--- src/rtl/edge_pkg.sv ---
// Shared types for the edge-window sequencer: controller states and the
// 3x3 tap bundle (p1 = top-left, p5 = centre, row-major).
package edge_pkg;

  localparam int PIX_W_DEF = 8;

  typedef enum logic [1:0] {
    ACCEPT = 2'd0,
    FIRE   = 2'd1,
    WAIT   = 2'd2
  } ctrl_state_e;

  typedef struct packed {
    logic [PIX_W_DEF-1:0] p1;
    logic [PIX_W_DEF-1:0] p2;
    logic [PIX_W_DEF-1:0] p3;
    logic [PIX_W_DEF-1:0] p4;
    logic [PIX_W_DEF-1:0] p5;
    logic [PIX_W_DEF-1:0] p6;
    logic [PIX_W_DEF-1:0] p7;
    logic [PIX_W_DEF-1:0] p8;
    logic [PIX_W_DEF-1:0] p9;
  } window_t;

endpackage

--- src/rtl/edge_line_buffer.sv ---
// Two stacked line buffers: lb0 holds the previous row, lb1 the row before it.
// Reads are combinational at the current column; contents are never cleared.
module edge_line_buffer
  import edge_pkg::*;
#(
  parameter int PIX_W = PIX_W_DEF,
  parameter int IMG_W = 64
) (
  input  logic                     clk,
  input  logic                     wr_en,
  input  logic [$clog2(IMG_W)-1:0] col,
  input  logic [PIX_W-1:0]         din,
  output logic [PIX_W-1:0]         lb0_q,
  output logic [PIX_W-1:0]         lb1_q
);

  logic [PIX_W-1:0] lb0 [IMG_W];
  logic [PIX_W-1:0] lb1 [IMG_W];

  assign lb0_q = lb0[col];
  assign lb1_q = lb1[col];

  always_ff @(posedge clk) begin
    if (wr_en) begin
      lb1[col] <= lb0[col];
      lb0[col] <= din;
    end
  end

endmodule

--- src/rtl/edge_window_ctrl.sv ---
// Builds 3x3 windows from a raster stream and hands each interior window to
// the edge-detect core, stalling input until the core finishes or times out.
//
//   state  | meaning
//   ACCEPT | pix_ready high, shifting pixels into the window
//   FIRE   | start pulse, window taps valid
//   WAIT   | waiting for core_done or timeout
module edge_window_ctrl
  import edge_pkg::*;
#(
  parameter int PIX_W       = PIX_W_DEF,
  parameter int IMG_W       = 64,
  parameter int IMG_H       = 64,
  parameter int TIMEOUT_CYC = 256
) (
  input  logic                     clk,
  input  logic                     reset,
  input  logic [PIX_W-1:0]         pix_in,
  input  logic                     pix_valid,
  output logic                     pix_ready,
  output logic [PIX_W-1:0]         pixel_1_bin,
  output logic [PIX_W-1:0]         pixel_2_bin,
  output logic [PIX_W-1:0]         pixel_3_bin,
  output logic [PIX_W-1:0]         pixel_4_bin,
  output logic [PIX_W-1:0]         pixel_5_bin,
  output logic [PIX_W-1:0]         pixel_6_bin,
  output logic [PIX_W-1:0]         pixel_7_bin,
  output logic [PIX_W-1:0]         pixel_8_bin,
  output logic [PIX_W-1:0]         pixel_9_bin,
  output logic                     start,
  output logic [$clog2(IMG_H)-1:0] win_row,
  output logic [$clog2(IMG_W)-1:0] win_col,
  input  logic                     core_done,
  output logic                     frame_done,
  output logic                     err
);

  localparam int RW = $clog2(IMG_H);
  localparam int CW = $clog2(IMG_W);
  localparam int TW = $clog2(TIMEOUT_CYC);

  localparam logic [RW-1:0] ROW_LAST  = RW'(IMG_H - 1);
  localparam logic [RW-1:0] ROW_FINAL = RW'(IMG_H - 2);
  localparam logic [RW-1:0] ROW_TWO   = RW'(2);
  localparam logic [CW-1:0] COL_LAST  = CW'(IMG_W - 1);
  localparam logic [CW-1:0] COL_FINAL = CW'(IMG_W - 2);
  localparam logic [CW-1:0] COL_TWO   = CW'(2);
  localparam logic [TW-1:0] TMO_LOAD  = TW'(TIMEOUT_CYC - 1);

  ctrl_state_e      state, state_nxt;
  logic [RW-1:0]    row;
  logic [CW-1:0]    col;
  logic [TW-1:0]    tmo_cnt;
  logic [PIX_W-1:0] tap [9];
  logic [PIX_W-1:0] lb0_q, lb1_q;
  logic             xfer, fire, wait_exit, last_win;

  edge_line_buffer #(.PIX_W(PIX_W), .IMG_W(IMG_W)) u_line_buf (
    .clk   (clk),
    .wr_en (xfer),
    .col   (col),
    .din   (pix_in),
    .lb0_q (lb0_q),
    .lb1_q (lb1_q)
  );

  always_comb begin
    state_nxt  = state;
    pix_ready  = 1'b0;
    start      = 1'b0;
    frame_done = 1'b0;
    xfer       = 1'b0;
    fire       = 1'b0;
    wait_exit  = 1'b0;
    last_win   = (win_row == ROW_FINAL) && (win_col == COL_FINAL);
    case (state)
      ACCEPT: begin
        pix_ready = !reset;
        xfer      = pix_valid && !reset;
        // col>=2 keeps windows from mixing the tail of the previous row
        fire      = xfer && (row >= ROW_TWO) && (col >= COL_TWO);
        if (fire) state_nxt = FIRE;
      end
      FIRE: begin
        start     = !reset;
        state_nxt = WAIT;
      end
      WAIT: begin
        wait_exit  = core_done || (tmo_cnt == '0);
        frame_done = !reset && wait_exit && last_win;
        if (wait_exit) state_nxt = ACCEPT;
      end
      default: state_nxt = ACCEPT;
    endcase
  end

  always_ff @(posedge clk) begin
    if (reset) begin
      state   <= ACCEPT;
      row     <= '0;
      col     <= '0;
      tmo_cnt <= '0;
      err     <= 1'b0;
      win_row <= '0;
      win_col <= '0;
      for (int k = 0; k < 9; k++) tap[k] <= '0;
    end else begin
      state <= state_nxt;
      if (xfer) begin
        tap[0] <= tap[1];
        tap[1] <= tap[2];
        tap[2] <= lb1_q;
        tap[3] <= tap[4];
        tap[4] <= tap[5];
        tap[5] <= lb0_q;
        tap[6] <= tap[7];
        tap[7] <= tap[8];
        tap[8] <= pix_in;
        if (col == COL_LAST) begin
          col <= '0;
          row <= (row == ROW_LAST) ? '0 : row + 1'b1;
        end else begin
          col <= col + 1'b1;
        end
        if (fire) begin
          win_row <= row - 1'b1;
          win_col <= col - 1'b1;
        end
      end
      if (state == FIRE)
        tmo_cnt <= TMO_LOAD;
      else if (state == WAIT && tmo_cnt != '0)
        tmo_cnt <= tmo_cnt - 1'b1;
      if (state == WAIT && !core_done && tmo_cnt == '0)
        err <= 1'b1;
    end
  end

  assign pixel_1_bin = tap[0];
  assign pixel_2_bin = tap[1];
  assign pixel_3_bin = tap[2];
  assign pixel_4_bin = tap[3];
  assign pixel_5_bin = tap[4];
  assign pixel_6_bin = tap[5];
  assign pixel_7_bin = tap[6];
  assign pixel_8_bin = tap[7];
  assign pixel_9_bin = tap[8];

endmodule

--- config.mk ---
export PLATFORM = sky130hd
export DESIGN_NAME = edge_window_ctrl
export DESIGN_NICKNAME = d
export VERILOG_FILES = /design/src/rtl/edge_pkg.sv /design/src/rtl/edge_line_buffer.sv /design/src/rtl/edge_window_ctrl.sv
export SDC_FILE = /design/constraint.sdc
export NUM_CORES = 1
export LEC_CHECK = 0
export BUFFER_PORTS_ARGS = -buffer_cell sky130_fd_sc_hd__clkbuf_2
export CORE_MARGIN = 10
export CORE_UTILIZATION = 50
export CTS_BUF_LIST = sky130_fd_sc_hd__clkbuf_16
export DETAILED_ROUTE_END_ITERATION = 8
export HOLD_SLACK_MARGIN = 0.02
export PLACE_DENSITY = 0.72
export SYNTH_ARGS = -nofsm -noshare
export SYNTH_HDL_FRONTEND = slang
export SYNTH_SLANG_ARGS = --single-unit
--- constraint.sdc ---
create_clock -name clk -period 8.55 [get_ports clk]
set_input_delay 2.1375 -clock clk [delete_from_list [all_inputs] [get_ports clk]]
set_output_delay 2.1375 -clock clk [all_outputs]
set_load 0.01 [all_outputs]
**Word level (Yosys, flattened, before mapping)**

Memory sizes are Yosys's and may differ from the RTL's. A register that Yosys moved wholly into a read port is not among the register bits.
Cells that the tools add are included.

- Register bits: 35
- Bits in writable memories: 1096
- Input bits: 12
- Output and inout port bits: 88
- Word-level logic and storage cells: 84
- Memories: 3

- $add $sub $neg: 5
- Magnitude comparators: 2
- Equal/unequal tests: 8
- Muxes and demuxes: 31
- Bitwise gates (word level): 9
- Reduce and logical (&&, ||, !) cells: 19

Memories:

| name | words | width | rd ports | clocked after Yosys merged registers in | wr ports | RTL line | source |
|---|---|---|---|---|---|---|---|
| u_line_buf.lb0 | 64 | 8 | 1 | 1 | 1 | edge_line_buffer.sv:17 | `logic [PIX_W-1:0] lb0 [IMG_W];` |
| u_line_buf.lb1 | 64 | 8 | 1 | 1 | 1 | edge_line_buffer.sv:18 | `logic [PIX_W-1:0] lb1 [IMG_W];` |
| tap | 9 | 8 | 9 | 0 | 9 | edge_window_ctrl.sv:54 | `logic [PIX_W-1:0] tap [9];` |

Operator list:

| cell | number |
|---|---|
| 2-to-1 mux 8 bit | 11 |
| 2-to-1 mux 6 bit | 6 |
| equality test 6 bit, second input constant | 4 |
| adder 6 x 1 -> 6 bit, second input constant | 2 |
| >= comparator 6 x 2 -> 1 bit, second input constant | 2 |
| subtractor 6 x 1 -> 6 bit, second input constant | 2 |
| 2-to-1 mux 1 bit | 11 |
| logical AND 1 bit | 9 |
| OR 1 bit | 9 |
| zero test 8 bit | 1 |
| nonzero test 8 bit | 1 |
| subtractor 8 x 1 -> 8 bit, second input constant | 1 |
| one-hot mux 2 bit (3 select lines) | 1 |
| AND reduction 2 bit | 3 |
| 2-to-1 mux 2 bit | 2 |
| != test 2 bit, second input constant | 2 |
| equality test 2 x 1 -> 1 bit, second input constant | 1 |
| equality test 2 bit, second input constant | 1 |
| zero test 1 bit | 2 |
| zero test 2 bit | 1 |
| nonzero test 2 bit | 1 |
| logical OR 1 bit | 1 |

**Depth between registers and ports, before layout**

- Word-level depth: 7
- Mapped depth: 10
- Mapped depth without buffers: 7

**Hierarchy**

A second synthesis with hierarchy kept.

- Cells, all modules: 2603
- Area total of the unflattened synthesis: 43755.7 µm²

Modules (own cells, without submodules):

| module | times used | cells each | area each (µm²) | seq. area each (µm²) |
|---|---|---|---|---|
| edge_line_buffer | 1 | 2237 | 39306.4 | 30749.5 |
| edge_window_ctrl | 1 | 366 | 4449.3 | 2862.7 |

**Worst setup path after synthesis**

OpenSTA, ideal clock, no wires.

- Path type: input to register
- Start point: input reset
- End point: register with a tool-made name
- Setup time: 0.238 ns
- Arrival time: 4.870 ns
- Data required time: 8.312 ns
- Slack: 3.441 ns
- Stages on the path: 5
- Buffers on the path: 2
- Path through: or4b_1 > buf_2 > clkbuf_1 > nand2b_1 > o21ai_0

RTL lines:

| what | RTL line | source |
|---|---|---|
| from (decl) | edge_window_ctrl.sv:17 | `input logic reset,` |

**Final worst setup path**

- Start point: input reset
- End point: output frame_done

- Word-level cells in the longest chain between the ends: 4

RTL lines:

| what | RTL line | source |
|---|---|---|
| zero test 1 bit | edge_window_ctrl.sv:90 | `frame_done = !reset && wait_exit && last_win;` |
| logical AND 1 bit (2 in a row) | edge_window_ctrl.sv:90 |  |
| 2-to-1 mux 1 bit | edge_window_ctrl.sv:76 | `case (state)` |
| to (decl) | edge_window_ctrl.sv:34 | `output logic frame_done,` |

No other way between the ends.

==> results.cfg <==
[synthesis]
yosys.area.top_type_share_pct = 75.5
synth_top_area_cell = edfxtp_1
async_flop_share_pct = 0
synth_edf_count = 1096
synth_seq_cells = 1137
yosys-top-cells-area = edfxtp_1 75%, mux4_2 14%, dfxtp_1 1.9%
avgSynthCellArea_um2 = 21.2
ys_seq_area_share_pct = 77.4
synth.distinct_cells = 50
synth_area_um2 = 43600
syn-num-nets = 2078
postSynthCellCount = 2058
synth_warnings = 0
synthFlopType = edfxtp_1

[timing]
period_minus_slack_ns = 5.30
finalCritPeriodShare_pct = 62.0
fin_worst_skew_ns = 0.0416
setup_viol = 0
max_freq_mhz = 189
finalMaxSlewViolations = 0
max_slew_margin_pct = 10.5
fin_setup_tns_ns = 0
fin_ws_ns = 3.25
rsz0062_at_grt = false
tightest_slew_ns = 1.34
finalHoldViolCount = 0
whs_ns = 0.473

[layout]
n_fill_cell = 6149
drive_gt1_share_pct = 27.5
antenna_cells = 0
final_area_um2 = 49400
final_nets = 2278
syn_to_final_growth_pct = 13.4

[setup_path]
critPathCaptureType = output pin
critPathLaunchType = input port
critical_path_class = input port to output pin
cp_max_fo = 39
crit_required_ns = 6.41
regToRegSetupSlack_ns = 4.05
crit_arrival_ns = 3.16
reg2reg_depth = 7
critical_path.reg2reg.endpoint = u_line_buf.lb1[23][4]

[clock_network]
cts.htree.levels = 3
cts_hold_buf = 0
root_buffer = clkbuf_16
numCtsBuffers = 109
clk-insertion-delay-late_ns = 0.69
post_cts_buffers = 0
clock_path_buffers = 3
cts_tree = built
ctsResizeCount = 0
cts.clk_slew.worst_paths_ns = 0.06
numClockSinks = 1137

[routing]
vias = 21882
post_drt_wl_per_cell_um = 29.1
first_pass_iters = 5
drtIter0Drc = 3058
vias_per_cell = 6.24
wl_mm = 102
drtAntennaViolNets = 0
drc = 0

[pwr]
ir_worst_vdd_v = 0.000171
p_per_area_nw_per_um2 = 236
finalPower_uw = 11700
leakage_uw = 0.0158

[global_routing]
antenna_found_initial = 3
grt_overflow_total = 0
grt_pass1_wl_mm = 150
grt_util_all_layers_pct = 20.4
grt_max_degree = 102
grt_pass1_vias = 21582

[floorplan]
dieHeight_um = 315
ioPinCount = 100
dieArea_um2 = 99400
core_area_um2 = 86600
initial_core_util_pct = 50.3
row_count = 108
die_w_um = 315

[job]
drv_cap = 0

[place]
place_ws_ns = 3.23
gp_congestion = 0.908
portBuffers = 99
placed_area_um2 = 45900
place_hpwl_mm = 61.6

[worst_hold_path]
hp-start = err
hp-class = flip-flop to flip-flop
min_to = err
hold_path_depth = 2

[run_status]
outcome = finished clean
cell usage after synthesis (5+ instances only):
library cell  count
edfxtp_1       1096
mux4_2          267
nor2_1          107
a22oi_1          65
and2_1           59
nand2_1          57
clkbuf_1         48
buf_2            47
dfxtp_1          41
a21oi_1          39
mux2i_1          38
a211oi_1         26
o21ai_0          14
buf_4            12
inv_1            11
a221oi_1         10
nand3_1          10
xnor2_1          10
xor2_1            9
ha_1              8
buf_1             7
nand4_1           7
nor3_1            7
nand2b_1          6
a32oi_1           5
nor2b_1           5
or3_1             5
critical path: stages:
cell and delay, ns:
clkbuf_2 0.08, buf_4 0.24, nor2_1 0.13, nand4_1 0.10, nor4_1 0.28, clkbuf_2 0.20
kinds of logic (layout without fill, tap and decap cells):
logic type | count (synthesis) | count (layout) | synth area share (%)
adder cells (fa/ha/maj) | 8 | 8 | 0.230
AO/OA/AOI/OAI | 176 | 176 | 2.77
AND/OR/NAND/NOR | 287 | 287 | 3.23
flip-flops | 1137 | 1137 | 77.4
multiplexers | 306 | 306 | 14.7
XOR/XNOR | 19 | 19 | 0.382
buffers and inverters | 125 | 420 | 1.31
how the worst max path moves through the flow:
stage          startpoint         end  slack (ns)  cells past startpoint
2_1_floorplan       reset   flip-flop        3.44                      5
3_3_place_gp        reset  frame_done        3.22                      6
3_5_place_dp        reset  frame_done        3.23                      6
4_1_cts             reset  frame_done        3.23                      6
5_1_grt             reset  frame_done        3.17                      6
6_report            reset  frame_done        3.25                      6
power by group:
| group | internal [uW] | switching [uW] |
|---|---|---|
| combinational | 220 | 469 |
| clock | 2660 | 2020 |
| sequential | 6260 | 42.0 |
| total | 9140 | 2530 |
routing by layer:
metal	up-vias	GRT usage [%]	wire length [um]
li1	8927	-	-
met1	11421	28.5	39800
met2	1335	31.5	47800
met3	195	5.10	11100
met4	4	6.55	3250
met5	-	0	23
flip-flops by register name, indices dropped and copies added, names as in the netlist, 6 cells and up, named ones only:
signal,cells
tmo_cnt,8
win_col,6
tap,72
u_line_buf.lb1,512
row,6
col,6
u_line_buf.lb0,512
win_row,6
stage by stage:
| step | util [%] | cells |
|---|---|---|
| 5_1_grt | 57.1 | 3508 |
| 4_1_cts | 57.1 | 3508 |
| 6_report | 57.1 | 3508 |
| 3_3_place_gp | 53.0 | 3302 |
| 3_5_place_dp | 53.0 | 3302 |
| 2_1_floorplan | - | 2058 |
placed cells by master (no fill, tap or decap), drive strengths merged, types with 2 or more instances in the layout:
cell type,n
a211oi,26
a21oi,39
a221oi,10
a22oi,65
a31oi,3
a32oi,5
and2,59
and3,2
buf,104
bufinv,10
clkbuf,210
clkinv,50
dfxtp,41
edfxtp,1096
ha,8
inv,45
mux2i,38
mux4,267
nand2,57
nand2b,6
nand3,10
nand3b,2
nand4,7
nor2,107
nor2b,5
nor3,9
nor4,4
nor4b,2
o211ai,2
o21ai,14
o22ai,4
o31ai,3
or2,2
or3,5
or3b,3
or4,3
xnor2,10
xor2,9
cell type report:
type                       instances  area, um2  area share [%]
sequential                      1137      33700            68.3
multi-input combinational        796       9400            19.0
clock buffer                     111       2780            5.62
tap                             1155       1450            2.92
timing repair buffer             203       1290            2.61
clock inverter                    95        736            1.49
inverter                          11       41.3          0.0835
No activity file was read; power rests on OpenSTA's default activity.
